--- src/rtl/vtm_pkg.sv ---
// Shared constants and the timing tuple type for video_timing_monitor.
package vtm_pkg;
  localparam int HCNT_W_DEF = 12;
  localparam int VCNT_W_DEF = 11;

  localparam logic [15:0] CRC_POLY = 16'h1021;
  localparam logic [15:0] CRC_INIT = 16'hFFFF;

  // One frame's measured raster, in the order it is compared for stability.
  typedef struct packed {
    logic [HCNT_W_DEF-1:0] h_total;
    logic [HCNT_W_DEF-1:0] h_sync;
    logic [HCNT_W_DEF-1:0] h_active;
    logic [VCNT_W_DEF-1:0] v_total;
    logic [VCNT_W_DEF-1:0] v_sync;
    logic [VCNT_W_DEF-1:0] v_active;
    logic [15:0]           crc;
  } vtm_timing_t;
endpackage

--- src/rtl/video_timing_monitor_if.sv ---
// Video input and measurement readout bundle for video_timing_monitor.
// master = video source / readout consumer, slave = the monitor.
interface video_timing_monitor_if #(
  parameter int HCNT_W = vtm_pkg::HCNT_W_DEF,
  parameter int VCNT_W = vtm_pkg::VCNT_W_DEF
);
  logic              ce_pix;
  logic              hs;
  logic              vs;
  logic              de;
  logic [7:0]        r;
  logic [7:0]        g;
  logic [7:0]        b;
  logic [HCNT_W-1:0] h_total;
  logic [HCNT_W-1:0] h_sync;
  logic [HCNT_W-1:0] h_active;
  logic [VCNT_W-1:0] v_total;
  logic [VCNT_W-1:0] v_sync;
  logic [VCNT_W-1:0] v_active;
  logic [15:0]       frame_crc;
  logic              frame_done;
  logic [15:0]       frame_count;
  logic              stable;
  logic              timing_err;

  modport master (
    output ce_pix, hs, vs, de, r, g, b,
    input  h_total, h_sync, h_active, v_total, v_sync, v_active,
    input  frame_crc, frame_done, frame_count, stable, timing_err
  );

  modport slave (
    input  ce_pix, hs, vs, de, r, g, b,
    output h_total, h_sync, h_active, v_total, v_sync, v_active,
    output frame_crc, frame_done, frame_count, stable, timing_err
  );
endinterface

--- src/rtl/vtm_crc16_24.sv ---
// Combinational CRC-16-CCITT step over one 24-bit {r,g,b} pixel, MSB first.
// Only built when VTM_CRC_EN is defined; the default build carries no CRC logic.
`ifdef VTM_CRC_EN
module vtm_crc16_24
  import vtm_pkg::*;
(
  input  logic [15:0] crc_i,
  input  logic [23:0] data_i,
  output logic [15:0] crc_o
);
  // Bit-serial update unrolled across all 24 data bits.
  always_comb begin
    logic [15:0] c;
    c = crc_i;
    for (int i = 23; i >= 0; i--)
      c = {c[14:0], 1'b0} ^ ((c[15] ^ data_i[i]) ? CRC_POLY : 16'h0000);
    crc_o = c;
  end
endmodule
`endif

--- src/rtl/video_timing_monitor.sv ---
// Raster timing monitor: measures hs/vs/de timing per frame, flags counter
// saturation and reports when the timing has been steady for STABLE_FRAMES.
// Optional feature macro: VTM_CRC_EN adds a CRC-16 over active RGB pixels.
module video_timing_monitor
  import vtm_pkg::*;
#(
  parameter int HCNT_W        = HCNT_W_DEF,
  parameter int VCNT_W        = VCNT_W_DEF,
  parameter int STABLE_FRAMES = 3
) (
  input  logic                  clk_sys,
  input  logic                  reset,
  video_timing_monitor_if.slave vid
);
  localparam int SC_W = (STABLE_FRAMES < 2) ? 1 : $clog2(STABLE_FRAMES + 1);
  localparam logic [SC_W-1:0] SC_MAX = SC_W'(STABLE_FRAMES);

  typedef struct packed {
    logic [HCNT_W-1:0] h_total;
    logic [HCNT_W-1:0] h_sync;
    logic [HCNT_W-1:0] h_active;
    logic [VCNT_W-1:0] v_total;
    logic [VCNT_W-1:0] v_sync;
    logic [VCNT_W-1:0] v_active;
    logic [15:0]       crc;
  } tuple_t;

  function automatic logic [HCNT_W-1:0] inc_h(input logic [HCNT_W-1:0] v);
    return (&v) ? v : v + 1'b1;
  endfunction

  function automatic logic [VCNT_W-1:0] inc_v(input logic [VCNT_W-1:0] v);
    return (&v) ? v : v + 1'b1;
  endfunction

  logic              hs_prev_q, hs_prev_d, vs_prev_q, vs_prev_d;
  logic              seen_vs_q, seen_vs_d;
  logic [HCNT_W-1:0] h_cnt_q, h_cnt_d, hsw_cnt_q, hsw_cnt_d, de_cnt_q, de_cnt_d;
  logic [HCNT_W-1:0] line_tot_q, line_tot_d, line_sync_q, line_sync_d;
  logic [HCNT_W-1:0] line_act_q, line_act_d;
  logic [VCNT_W-1:0] v_cnt_q, v_cnt_d, vsw_cnt_q, vsw_cnt_d, vact_cnt_q, vact_cnt_d;
  tuple_t            out_q, out_d, tup_new;
  logic              frame_done_q, frame_done_d;
  logic [15:0]       frame_count_q, frame_count_d;
  logic [SC_W-1:0]   stable_cnt_q, stable_cnt_d;
  logic              stable_q, stable_d, err_q, err_d;
  logic              hs_rise, vs_rise;

`ifdef VTM_CRC_EN
  logic [15:0] crc_q, crc_d, crc_nxt;
  vtm_crc16_24 u_crc (.crc_i(crc_q), .data_i({vid.r, vid.g, vid.b}), .crc_o(crc_nxt));
`else
  wire unused_rgb = ^{vid.r, vid.g, vid.b};
`endif

  // Per-pixel measurement and frame close; the hs work of a pixel lands before
  // its vs rise so a coincident line belongs to the frame being closed.
  always_comb begin
    hs_prev_d     = hs_prev_q;
    vs_prev_d     = vs_prev_q;
    seen_vs_d     = seen_vs_q;
    h_cnt_d       = h_cnt_q;
    hsw_cnt_d     = hsw_cnt_q;
    de_cnt_d      = de_cnt_q;
    line_tot_d    = line_tot_q;
    line_sync_d   = line_sync_q;
    line_act_d    = line_act_q;
    v_cnt_d       = v_cnt_q;
    vsw_cnt_d     = vsw_cnt_q;
    vact_cnt_d    = vact_cnt_q;
    out_d         = out_q;
    frame_done_d  = 1'b0;
    frame_count_d = frame_count_q;
    stable_cnt_d  = stable_cnt_q;
    stable_d      = stable_q;
    err_d         = err_q;
    tup_new       = out_q;
`ifdef VTM_CRC_EN
    crc_d         = crc_q;
`endif
    hs_rise = vid.hs & ~hs_prev_q;
    vs_rise = vid.vs & ~vs_prev_q;

    if (vid.ce_pix) begin
      hs_prev_d = vid.hs;
      vs_prev_d = vid.vs;

      // Line period: the rise pixel starts the next line as pixel 1.
      if (hs_rise) begin
        line_tot_d = h_cnt_q;
        h_cnt_d    = HCNT_W'(1);
      end else begin
        h_cnt_d = inc_h(h_cnt_q);
      end

      // hs pulse width, published when hs drops.
      if (vid.hs) begin
        hsw_cnt_d = inc_h(hsw_cnt_q);
      end else if (hs_prev_q) begin
        line_sync_d = hsw_cnt_q;
        hsw_cnt_d   = '0;
      end

      // Lines are closed on hs rise; only lines with active pixels count.
      if (hs_rise) begin
        if (de_cnt_q != '0) begin
          line_act_d = de_cnt_q;
          vact_cnt_d = inc_v(vact_cnt_q);
        end
        de_cnt_d = vid.de ? HCNT_W'(1) : '0;
        v_cnt_d  = inc_v(v_cnt_q);
        if (vid.vs) vsw_cnt_d = inc_v(vsw_cnt_q);
      end else if (vid.de) begin
        de_cnt_d = inc_h(de_cnt_q);
      end

`ifdef VTM_CRC_EN
      if (vid.de) crc_d = crc_nxt;
`endif

      err_d = err_q | (&h_cnt_d) | (&hsw_cnt_d) | (&de_cnt_d)
                    | (&v_cnt_d) | (&vsw_cnt_d) | (&vact_cnt_d);

      tup_new.h_total  = line_tot_d;
      tup_new.h_sync   = line_sync_d;
      tup_new.h_active = line_act_d;
      tup_new.v_total  = v_cnt_d;
      tup_new.v_sync   = vsw_cnt_d;
      tup_new.v_active = vact_cnt_d;
`ifdef VTM_CRC_EN
      tup_new.crc      = crc_d;
`else
      tup_new.crc      = '0;
`endif

      // The first vs after reset only arms the monitor; its partial frame is dropped.
      if (vs_rise) begin
        if (seen_vs_q) begin
          out_d         = tup_new;
          frame_done_d  = 1'b1;
          frame_count_d = frame_count_q + 16'd1;
          if (tup_new == out_q)
            stable_cnt_d = (stable_cnt_q == SC_MAX) ? SC_MAX : stable_cnt_q + 1'b1;
          else
            stable_cnt_d = SC_W'(1);
          stable_d = (stable_cnt_d == SC_MAX);
        end
        seen_vs_d  = 1'b1;
        v_cnt_d    = '0;
        vsw_cnt_d  = '0;
        vact_cnt_d = '0;
`ifdef VTM_CRC_EN
        crc_d      = CRC_INIT;
`endif
      end
    end
  end

  // State register with synchronous reset.
  always_ff @(posedge clk_sys) begin
    if (reset) begin
      hs_prev_q     <= 1'b0;
      vs_prev_q     <= 1'b0;
      seen_vs_q     <= 1'b0;
      h_cnt_q       <= '0;
      hsw_cnt_q     <= '0;
      de_cnt_q      <= '0;
      line_tot_q    <= '0;
      line_sync_q   <= '0;
      line_act_q    <= '0;
      v_cnt_q       <= '0;
      vsw_cnt_q     <= '0;
      vact_cnt_q    <= '0;
      out_q         <= '0;
      frame_done_q  <= 1'b0;
      frame_count_q <= '0;
      stable_cnt_q  <= '0;
      stable_q      <= 1'b0;
      err_q         <= 1'b0;
`ifdef VTM_CRC_EN
      crc_q         <= CRC_INIT;
`endif
    end else begin
      hs_prev_q     <= hs_prev_d;
      vs_prev_q     <= vs_prev_d;
      seen_vs_q     <= seen_vs_d;
      h_cnt_q       <= h_cnt_d;
      hsw_cnt_q     <= hsw_cnt_d;
      de_cnt_q      <= de_cnt_d;
      line_tot_q    <= line_tot_d;
      line_sync_q   <= line_sync_d;
      line_act_q    <= line_act_d;
      v_cnt_q       <= v_cnt_d;
      vsw_cnt_q     <= vsw_cnt_d;
      vact_cnt_q    <= vact_cnt_d;
      out_q         <= out_d;
      frame_done_q  <= frame_done_d;
      frame_count_q <= frame_count_d;
      stable_cnt_q  <= stable_cnt_d;
      stable_q      <= stable_d;
      err_q         <= err_d;
`ifdef VTM_CRC_EN
      crc_q         <= crc_d;
`endif
    end
  end

  assign vid.h_total     = out_q.h_total;
  assign vid.h_sync      = out_q.h_sync;
  assign vid.h_active    = out_q.h_active;
  assign vid.v_total     = out_q.v_total;
  assign vid.v_sync      = out_q.v_sync;
  assign vid.v_active    = out_q.v_active;
  assign vid.frame_done  = frame_done_q;
  assign vid.frame_count = frame_count_q;
  assign vid.stable      = stable_q;
  assign vid.timing_err  = err_q;
`ifdef VTM_CRC_EN
  assign vid.frame_crc   = out_q.crc;
`else
  assign vid.frame_crc   = 16'h0000;
`endif
endmodule

--- src/flat_wrapper.sv ---
// flat-port wrapper written by rule: the top's interface ports become plain ports
module video_timing_monitor_flat import vtm_pkg::*;
#(
  parameter int HCNT_W        = HCNT_W_DEF,
  parameter int VCNT_W        = VCNT_W_DEF,
  parameter int STABLE_FRAMES = 3
)
  (clk_sys, reset, vid_ce_pix, vid_hs, vid_vs, vid_de, vid_r, vid_g, vid_b, vid_h_total, vid_h_sync, vid_h_active, vid_v_total, vid_v_sync, vid_v_active, vid_frame_crc, vid_frame_done, vid_frame_count, vid_stable, vid_timing_err);
  video_timing_monitor_if #(.HCNT_W(HCNT_W), .VCNT_W(VCNT_W)) vid_i ();
  input  logic clk_sys;
  input  logic reset;
  input wire logic [$bits(vid_i.ce_pix)-1:0] vid_ce_pix;
  input wire logic [$bits(vid_i.hs)-1:0] vid_hs;
  input wire logic [$bits(vid_i.vs)-1:0] vid_vs;
  input wire logic [$bits(vid_i.de)-1:0] vid_de;
  input wire logic [$bits(vid_i.r)-1:0] vid_r;
  input wire logic [$bits(vid_i.g)-1:0] vid_g;
  input wire logic [$bits(vid_i.b)-1:0] vid_b;
  output wire logic [$bits(vid_i.h_total)-1:0] vid_h_total;
  output wire logic [$bits(vid_i.h_sync)-1:0] vid_h_sync;
  output wire logic [$bits(vid_i.h_active)-1:0] vid_h_active;
  output wire logic [$bits(vid_i.v_total)-1:0] vid_v_total;
  output wire logic [$bits(vid_i.v_sync)-1:0] vid_v_sync;
  output wire logic [$bits(vid_i.v_active)-1:0] vid_v_active;
  output wire logic [$bits(vid_i.frame_crc)-1:0] vid_frame_crc;
  output wire logic [$bits(vid_i.frame_done)-1:0] vid_frame_done;
  output wire logic [$bits(vid_i.frame_count)-1:0] vid_frame_count;
  output wire logic [$bits(vid_i.stable)-1:0] vid_stable;
  output wire logic [$bits(vid_i.timing_err)-1:0] vid_timing_err;
  assign vid_i.ce_pix = vid_ce_pix;
  assign vid_i.hs = vid_hs;
  assign vid_i.vs = vid_vs;
  assign vid_i.de = vid_de;
  assign vid_i.r = vid_r;
  assign vid_i.g = vid_g;
  assign vid_i.b = vid_b;
  assign vid_h_total = vid_i.h_total;
  assign vid_h_sync = vid_i.h_sync;
  assign vid_h_active = vid_i.h_active;
  assign vid_v_total = vid_i.v_total;
  assign vid_v_sync = vid_i.v_sync;
  assign vid_v_active = vid_i.v_active;
  assign vid_frame_crc = vid_i.frame_crc;
  assign vid_frame_done = vid_i.frame_done;
  assign vid_frame_count = vid_i.frame_count;
  assign vid_stable = vid_i.stable;
  assign vid_timing_err = vid_i.timing_err;
  video_timing_monitor #(.HCNT_W(HCNT_W), .VCNT_W(VCNT_W), .STABLE_FRAMES(STABLE_FRAMES)) u_core (.clk_sys(clk_sys), .reset(reset), .vid(vid_i));
endmodule
--- config.mk ---
export PLATFORM = sky130hd
export DESIGN_NAME = video_timing_monitor_flat
export DESIGN_NICKNAME = d
export VERILOG_FILES = /design/src/rtl/vtm_pkg.sv /design/src/rtl/video_timing_monitor_if.sv /design/src/rtl/vtm_crc16_24.sv /design/src/rtl/video_timing_monitor.sv /design/src/flat_wrapper.sv
export SDC_FILE = /design/constraint.sdc
export NUM_CORES = 1
export LEC_CHECK = 0
export ABC_AREA = 1
export BUFFER_PORTS_ARGS = -buffer_cell sky130_fd_sc_hd__buf_2
export CORE_MARGIN = 2
export CORE_UTILIZATION = 40
export DETAILED_ROUTE_END_ITERATION = 8
export PLACE_DENSITY = 0.64
export SETUP_SLACK_MARGIN = 0.15
export SLEW_MARGIN = 30
export SYNTH_ARGS = -nofsm -noshare
export SYNTH_HDL_FRONTEND = slang
export SYNTH_SLANG_ARGS = --single-unit
--- constraint.sdc ---
create_clock -name clk_sys -period 3.2 [get_ports clk_sys]
set_clock_uncertainty 0.1 [all_clocks]
set_input_delay 0.64 -clock clk_sys [delete_from_list [all_inputs] [get_ports clk_sys]]
set_output_delay 0.64 -clock clk_sys [all_outputs]
set_load 0.02 [all_outputs]
==> key figures, run 1 <==
Hold path
  • Hold EP: u_core.vid.timing_err$_SDFFE_PP0P_
  • Worst min-delay path category: flop to flop
  • Min-delay src: u_core.vid.timing_err$_SDFFE_PP0P_
  • WHS Path Cells: 2

Setup path
  • Register-to-Register Setup Slack: 410 ps
  • CP required: 3450 ps
  • RR Endpoint: u_core.vid.stable$_SDFFE_PP0P_
  • CP max FO: 27
  • CP Launch Type: flop
  • Kind of end point of the critical path: flop
  • Crit-path leading delay family: simple AND/OR/NAND/NOR gates
  • Bufs and invs on worst path: 3
  • Crit-path max cell delay: 360 ps
  • Path depth of the worst reg2reg path: 18
  • Crit-path cells: inv_1 -> ha_1 -> nand3_1 -> nor2_4 -> nand2_8 -> nand2_8 -> buf_12 -> inv_1 -> nand3b_1 -> nand2_1 -> nand2_1 -> nand2_1 -> nor2_1 -> nand3_1 -> nor2_1 -> nand3_1 -> a21oi_1 -> nor2_1
  • Crit path arrival time: 3040 ps
  • Slowest-stage cell, CP: dfxtp_1
  • Kind of critical path: flop to flop
  • Reg2reg start: u_core.de_cnt_q[1]$_SDFFE_PP0P_

Synth
  • Simple-gate area share of the yosys netlist: 34.75%
  • Syn_area_per_cell: 6.133 um2
  • Largest family of logic cells by synthesized area: simple AND/OR/NAND/NOR gates
  • Xor/xnor share of the synthesized area: 2.433%
  • Library cells used by synthesis: 37
  • Compound-Gate Fraction of Synth Area: 15.12%
  • Seq/Total Area, Yosys: 33.80%
  • Mapped Area: 0.01173 mm2
  • Adder-Cell Fraction of Synth Area: 0.8536%
  • Seq cells post-synth: 198
  • Mapped Cells: 1912
  • Synth warn: 0
  • Multiplexer share of the synthesized area: 0%

Global route
  • Vias in the first global route: 10851
  • First-pass GRT wire length: 53560 um
  • Aggregate global-route resource usage: 21.34%
  • Largest net degree at the start of global routing: 85
  • Grt ovf: 0
  • Initial antenna violation count: 0

Floorplanning
  • Boundary pin count: 134
  • Die width: 175.2 um
  • Initial Util: 40.74%
  • Core area: 0.02878 mm2
  • Site row count: 62
  • Die area: 0.03070 mm2
  • Die Height: 175.2 um

Drt
  • Met2 WL post-DR: 14730 um
  • DR top layer: met4
  • DR pass1 iterations: 8
  • Routed wl met3: 1647 um
  • Final wirelength: 32480 um
  • ANT nets after route: 0
  • WL met1: 15480 um
  • Vias per Instance: 5.101
  • Drc violations: 0
  • Wirelength per Cell: 13.71 um
  • Via Count: 12085
  • DRT iter0 DRCs: 997

Cells and area
  • Fill count: 3011
  • Area grow syn2layout: 12.51%
  • Ant. Diodes: 0
  • Commonest non-fill, non-tap cell in the layout: nand2_1
  • Most frequent cells in the layout: nand2_1 (498), inv_1 (263), nand3_1 (205)
  • Fin util: 45.84%
  • Share of cells above drive strength 1: 9.521%
  • Final #Nets: 2010

Timing
  • Final hold slack: 355.3 ps
  • Final setup vio count: 0
  • Minimum clock period: 2787 ps
  • Worst Max-Slew Pin Slew: 848.3 ps
  • Relative slew slack: 43.45%
  • Final Cycle Share: 87.10%
  • Total negative slack for setup checks: 0 ps
  • Count of pins over their slew limit: 0
  • RSZ-0062 raised after global routing: no
  • Peak Freq: 358.8 MHz
  • Fin. Hold Viols: 0

CTS
  • CTS sink cnt: 198
  • CTS tree: done
  • Num CTS Buffers: 17
  • Clk root buf: clkbuf_16
  • Clk pin slew, worst setup/hold paths: 80 ps
  • H-tree depth: 4
  • Clk_lat worst skew: 450 ps
  • Clk buf depth: 2

Placement
  • DP HPWL: 22740 um
  • Port Buffer Count: 93
  • Gpl congestion: 0.9155

Pwr
  • Power per cell area: 443.8 mW/mm2
  • P_leak: 6.364 nW
  • Max rail drop VDD: 0.3227 mV
  • Pwr Total: 5.854 mW

Flow run
  • Max-Cap Viols: 0

Run status
  • Status: completed
==> sequential cells by signal, summed over array words and instances, names as in the netlist <==
| name | cells |
|---|---|
| u_core.vid.h_sync | 12 |
| u_core.vid.v_sync | 11 |
| u_core.vs_prev_q | 1 |
| u_core.line_act_q | 12 |
| u_core.vid.v_active | 11 |
| u_core.vsw_cnt_q | 11 |
| u_core.seen_vs_q | 1 |
| u_core.vid.frame_count | 16 |
| u_core.vid.h_active | 12 |
| u_core.stable_cnt_q | 2 |
| u_core.hsw_cnt_q | 12 |
| u_core.vid.h_total | 12 |
| u_core.vact_cnt_q | 11 |
| u_core.v_cnt_q | 11 |
| u_core.vid.v_total | 11 |
| u_core.h_cnt_q | 12 |
| u_core.line_tot_q | 12 |
| u_core.hs_prev_q | 1 |
| u_core.vid.frame_done | 1 |
| u_core.vid.stable | 1 |
| u_core.line_sync_q | 12 |
| u_core.de_cnt_q | 12 |
| u_core.vid.timing_err | 1 |
==> power by group <==
group	total (mW)	switching (mW)	leakage, nW	internal [mW]
sequential	2.65	0.0914	1.61	2.56
clock	2.32	1.03	0.300	1.29
combinational	0.885	0.603	4.45	0.282
total	5.85	1.73	6.36	4.13
==> metal layers <==
metal | vias up | track usage, %
met2 | 305 | 34.76
met1 | 5529 | 29.07
met3 | 37 | 3.155
met4 | 0 | 6.597
li1 | 6214 | -
met5 | - | 0
==> synth_stat cells, drive strengths merged <==
| cell type | instances | area (um2) |
|---|---|---|
| nand2 | 503 | 1913 |
| inv | 271 | 1017 |
| nand3 | 208 | 1051 |
| dfxtp | 198 | 3964 |
| nor2 | 180 | 699.4 |
| a21oi | 162 | 810.8 |
| o21ai | 154 | 770.7 |
| clkbuf | 61 | 230.2 |
| buf | 43 | 277.8 |
| nor3 | 27 | 140.1 |
| nand4 | 26 | 162.7 |
| xor2 | 26 | 227.7 |
| a211oi | 10 | 75.07 |
| nand3b | 10 | 75.07 |
| ha | 8 | 100.1 |
| o211ai | 7 | 52.55 |
| xnor2 | 4 | 35.03 |
| o2111a | 3 | 33.78 |
| or2 | 3 | 18.77 |
| a31oi | 2 | 12.51 |
| nor3b | 2 | 15.01 |
| a21o | 1 | 7.510 |
| conb | 1 | 3.750 |
| o211a | 1 | 10.01 |
| xnor3 | 1 | 22.52 |
==> per-stage QoR <==
| stage | area (um2) | setup WS [ps] | cells |
|---|---|---|---|
| finish | 13190 | 412.7 | 2369 |
| global route | 13190 | 139.0 | 2369 |
| CTS | 13110 | 182.6 | 2365 |
| detailed placement | 12490 | 41.16 | 2333 |
| global placement | 12490 | 45.86 | 2333 |
| floorplan | 11780 | 748.4 | 1927 |
==> cells by family after synthesis <==
kind of cell / Yosys count
AND/OR/NAND/NOR: 959
buffers and inverters: 375
AO/OA/AOI/OAI: 340
flip-flops: 198
XOR/XNOR: 31
adder cells (fa/ha/maj): 8
other: 1
==> worst min-delay path, cell delays in order (launching register included) <==
cell,delay (ps)
dfxtp_1,320
inv_1,50
a21oi_1,50
==> worst max-delay path by stage <==
| stage | start | depth (start not counted) | end | slack (ps) |
|---|---|---|---|---|
| after global placement | vid_hs | 19 | u_core.vid.stable$_SDFFE_PP0P_ | 50 |
| after CTS | u_core.de_cnt_q[0]$_SDFFE_PP0P_ | 18 | u_core.vid.stable$_SDFFE_PP0P_ | 180 |
| after global routing | u_core.de_cnt_q[0]$_SDFFE_PP0P_ | 19 | u_core.vid.stable$_SDFFE_PP0P_ | 140 |
| final | u_core.de_cnt_q[1]$_SDFFE_PP0P_ | 18 | u_core.vid.stable$_SDFFE_PP0P_ | 410 |
| after floorplan | vid_ce_pix | 14 | u_core.vid.frame_count[14]$_SDFFE_PP0P_ | 750 |
| after detailed placement | vid_hs | 19 | u_core.vid.stable$_SDFFE_PP0P_ | 40 |
==> cell type report <==
class                           instances  area (um2)  area share, %
Clock inverter                         12       165.2          1.252
Multi-Input combinational cell       1354        6337          48.04
Clock buffer                           20       456.7          3.462
Tap cell                              384       480.5          3.642
Sequential cell                       198        3965          30.05
Inverter                              271        1017          7.711
Timing Repair Buffer                  130       770.7          5.842
==> what timing repair did <==
item	CTS	global route
setup endpoints to repair	0	4
gates resized for setup	0	8
setup buffers	0	4
hold buffers	0	0
No activity file was read; power rests on OpenSTA's default activity.
==> run 2, diff against run 1 <==
--- a/config.mk
+++ b/config.mk
@@ -5,7 +5,6 @@
 export SDC_FILE = /design/constraint.sdc
 export NUM_CORES = 1
 export LEC_CHECK = 0
-export ABC_AREA = 1
 export BUFFER_PORTS_ARGS = -buffer_cell sky130_fd_sc_hd__buf_2
 export CORE_MARGIN = 2
 export CORE_UTILIZATION = 40
==> key figures, run 2 <==
Setup path
  • Crit-path cells: inv_2 -> ha_4 -> or4b_4 -> o31ai_4 -> buf_6 -> buf_6 -> buf_6 -> nor2_4 -> mux2_4 -> xor2_4 -> a2111oi_4 -> nand4_2 -> o31a_1
  • CP max FO: 4 (-85%)
  • CP Launch Type: flop
  • CP endpoint: u_core.stable_cnt_q[0]$_SDFFE_PP0P_
  • Crit. path cell count: 13 (-5)
  • RR Endpoint: u_core.stable_cnt_q[0]$_SDFFE_PP0P_
  • Crit-path max cell delay: 480 ps (+120 ps)
  • Kind of critical path: flop to flop
  • CP required: 3440 ps (about the same)
  • Most frequent CP cell: buf_6
  • Slowest-stage cell, CP: or4b_4
  • Register-to-Register Setup Slack: 9 ps (-400 ps)
  • Path depth of the worst reg2reg path: 13 (-5)
  • CP startpoint: u_core.de_cnt_q[1]$_SDFFE_PP0P_
  • Reg2reg start: u_core.de_cnt_q[1]$_SDFFE_PP0P_
  • Crit-path leading delay family: compound AO/OA/AOI/OAI gates
  • Bufs and invs on worst path: 4 (+1)
  • Kind of end point of the critical path: flop
  • Crit path arrival time: 3430 ps (+390 ps)

Floorplanning
  • Die area: 0.03238 mm2 (+5.5%)
  • Site row count: 64 (+3.2%)
  • Boundary pin count: 134 (unchanged)
  • Die Height: 180.0 um (+2.7%)
  • Initial Util: 40.59% (-0.16 points)
  • Die width: 180.0 um (+2.7%)
  • Core area: 0.03051 mm2 (+6.0%)

Cells and area
  • Final #Nets: 1859 (-7.5%)
  • Fin util: 49.05% (+3.2 points)
  • Fin cells: 2228 (-6.0%)
  • Commonest non-fill, non-tap cell in the layout: nand2_1
  • Most frequent cells in the layout: nand2_1 (236), nor2_1 (206), dfxtp_1 (194)
  • Fin area: 0.01496 mm2 (+13%)
  • Max FFs per register: 16 (unchanged)
  • Area grow syn2layout: 20.85%
  • Fill count: 3021 (+0.33%)
  • Share of cells above drive strength 1: 20.04% (+11 points)

CTS
  • Clk buf depth: 2 (unchanged)
  • Clk root buf: clkbuf_16
  • Clk_lat worst skew: 460 ps (about the same)
  • Num CTS Buffers: 17 (unchanged)
  • Clk pin slew, worst setup/hold paths: 80 ps (about the same)
  • CTS tree: done
  • CTS sink cnt: 198 (unchanged)
  • H-tree depth: 4 (unchanged)

Synth
  • Synth warn: 0 (unchanged)
  • Seq/Total Area, Yosys: 32.01% (-1.8 points)
  • Synth top area share: 32.01% (-1.8 points)
  • Mapped Cells: 1673 (-13%)
  • Mapped Area: 0.01238 mm2 (+5.6%)
  • Most frequent cells after synthesis: nand2_1 (237), nor2_1 (206), dfxtp_1 (198)
  • Seq cells post-synth: 198 (unchanged)
  • Top post-synthesis cells by area: dfxtp_1 (32%), nand2_1 (7.2%), nor2_1 (6.2%)
  • Most numerous cell in the Yosys netlist: nand2_1
  • Syn_area_per_cell: 7.402 um2 (+21%)
  • Library cells used by synthesis: 94 (+150%)
  • Yosys top cell by area: dfxtp_1
  • Number of synthesized flops with an enable pin: 0 (unchanged)
  • Asr flop ratio synth: 0% (unchanged)
  • Dominant register cell in the synthesized netlist: dfxtp_1

Placement
  • Placed Cells: 2194 (-6.0%)
  • Dpl ws: -438.3 ps (-479.4 ps)
  • Gpl congestion: 0.9836 (+7.4%)
  • DP HPWL: 32020 um (+41%)
  • Placement Cell Area: 0.01410 mm2 (+13%)
  • Port Buffer Count: 93 (unchanged)

Drt
  • DRT iter0 DRCs: 1410 (+41%)
  • Drc violations: 0 (unchanged)
  • Vias per Instance: 5.955 (+17%)
  • Final wirelength: 44120 um (+36%)
  • DR pass1 iterations: 8 (unchanged)
  • Via Count: 13267 (+9.8%)
  • ANT nets after route: 0 (unchanged)
  • Wirelength per Cell: 19.80 um (+44%)

Pwr
  • Part of the power in registers: 45.3% (about the same)
  • P_leak: 5.426 nW (-15%)
  • P_sw: 1.537 mW (-11%)
  • Power per cell area: 374.9 mW/mm2 (-16%)
  • Net switching fraction of the power: 27.39% (-2.1 points)
  • Max rail drop VDD: 0.3613 mV (+12%)
  • Clk network pwr share: 42.5% (+2.9 points)
  • Gate power share: 12.2% (-2.9 points)
  • Pint: 4.074 mW (-1.3%)

Timing
  • Final setup vio count: 0 (unchanged)
  • Relative slew slack: 51.95% (+8.5 points)
  • Total negative slack for setup checks: 0 ps (unchanged)
  • Fin. Hold Viols: 0 (unchanged)
  • Minimum clock period: 3191 ps (+403.7 ps)
  • Final Cycle Share: 99.72% (+13 points)
  • Final worst slack: 9.003 ps (-403.7 ps)
  • Peak Freq: 313.4 MHz (-13%)
  • Worst Max-Slew Pin Slew: 720.7 ps (-127.6 ps)
  • Count of pins over their slew limit: 0 (unchanged)
  • RSZ-0062 raised after global routing: yes

Flow run
  • Max-Cap Viols: 0 (unchanged)

Global route
  • Vias in the first global route: 12287 (+13%)
  • Initial antenna violation count: 0 (unchanged)
  • Largest net degree at the start of global routing: 88 (+3.5%)
  • Aggregate global-route resource usage: 26.66% (+5.3 points)
  • First-pass GRT wire length: 69400 um (+30%)
  • Grt ovf: 0 (unchanged)

Hold path
  • Worst min-delay path category: flop to flop

Run status
  • Status: completed
[run 2: kinds of logic (layout without fill, tap and decap cells)]
kind of cell / after synthesis / count (layout) / synth area share [%]
adders and majority gates: 8 / 8 / 0.8084
xor gates and xnor gates: 80 / 80 / 5.769
buffers and inverters: 212 / 355 / 7.255
other: 1 / 17 / 0.03028
DFF: 198 / 198 / 32.01
AOI/OAI and AO/OA: 417 / 417 / 23.42
and+or+nand+nor: 735 / 735 / 28.84
muxes: 22 / 22 / 1.869
[run 2: power groups by stage]
stage / Sequential, mW / Combinational (mW) / Clock, mW
3_5_place_dp: 2.60 / 0.647 / 0
5_1_grt: 2.55 / 0.735 / 2.49
4_1_cts: 2.54 / 0.662 / 2.40
6_report: 2.54 / 0.685 / 2.38
3_3_place_gp: 2.60 / 0.642 / 0
2_1_floorplan: 2.61 / 0.395 / 0
[run 2: worst register-to-register path, cell delays in order, from the launching register on]
cell and delay (ps):
dfxtp_2 330, inv_2 70, ha_4 130, or4b_4 480
o31ai_4 250, buf_6 170, buf_6 100, buf_6 90
nor2_4 30, mux2_4 350, xor2_4 170, a2111oi_4 310
nand4_2 210, o31a_1 290
[run 2: cell type report]
type / instances / area (um2) / share of cell area (%)
flip-flops and latches: 198 / 3969 / 26.52
clock buffers: 19 / 442.9 / 2.960
inverters: 49 / 183.9 / 1.229
repair buffers: 277 / 1902 / 12.71
well taps: 396 / 495.5 / 3.311
multi-input cells: 1278 / 7796 / 52.10
clock inverters: 10 / 172.7 / 1.154
diodes: 1 / 2.502 / 0.01672
[run 2: stage by stage]
step	hold WS [ps]	total power [mW]
CTS	358.9	5.607
global placement	342.6	3.240
finish	359.1	5.611
detailed placement	347.5	3.246
floorplan	336.0	3.005
global route	380.0	5.774
[run 2: worst min-delay path by stage]
stage	start	endpoint	depth (start not counted)
2_1_floorplan	u_core.line_act_q[7]$_SDFFE_PP0P_	u_core.line_act_q[7]$_SDFFE_PP0P_	2
3_3_place_gp	u_core.line_act_q[7]$_SDFFE_PP0P_	u_core.line_act_q[7]$_SDFFE_PP0P_	2
3_5_place_dp	u_core.line_act_q[7]$_SDFFE_PP0P_	u_core.line_act_q[7]$_SDFFE_PP0P_	2
4_1_cts	u_core.line_act_q[7]$_SDFFE_PP0P_	u_core.line_act_q[7]$_SDFFE_PP0P_	2
5_1_grt	u_core.line_act_q[7]$_SDFFE_PP0P_	u_core.line_act_q[7]$_SDFFE_PP0P_	2
6_report	u_core.line_act_q[7]$_SDFFE_PP0P_	u_core.line_act_q[7]$_SDFFE_PP0P_	2
[run 2: layer usage]
metal | vias to the layer above | global-route usage (%) | part of all wire (%)
met3 | 89 | 6.422 | 8.4
met2 | 588 | 42.08 | 45
li1 | 6296 | - | -
met1 | 6294 | 35.47 | 43
met5 | - | 0 | 0
met4 | 0 | 9.463 | 3.0
[run 2: timing repair]
action,CTS,global route
setup endpoints to repair,4,4
gates resized for setup,16,24
setup buffers,4,0
pin swaps,5,10
hold buffers,0,0
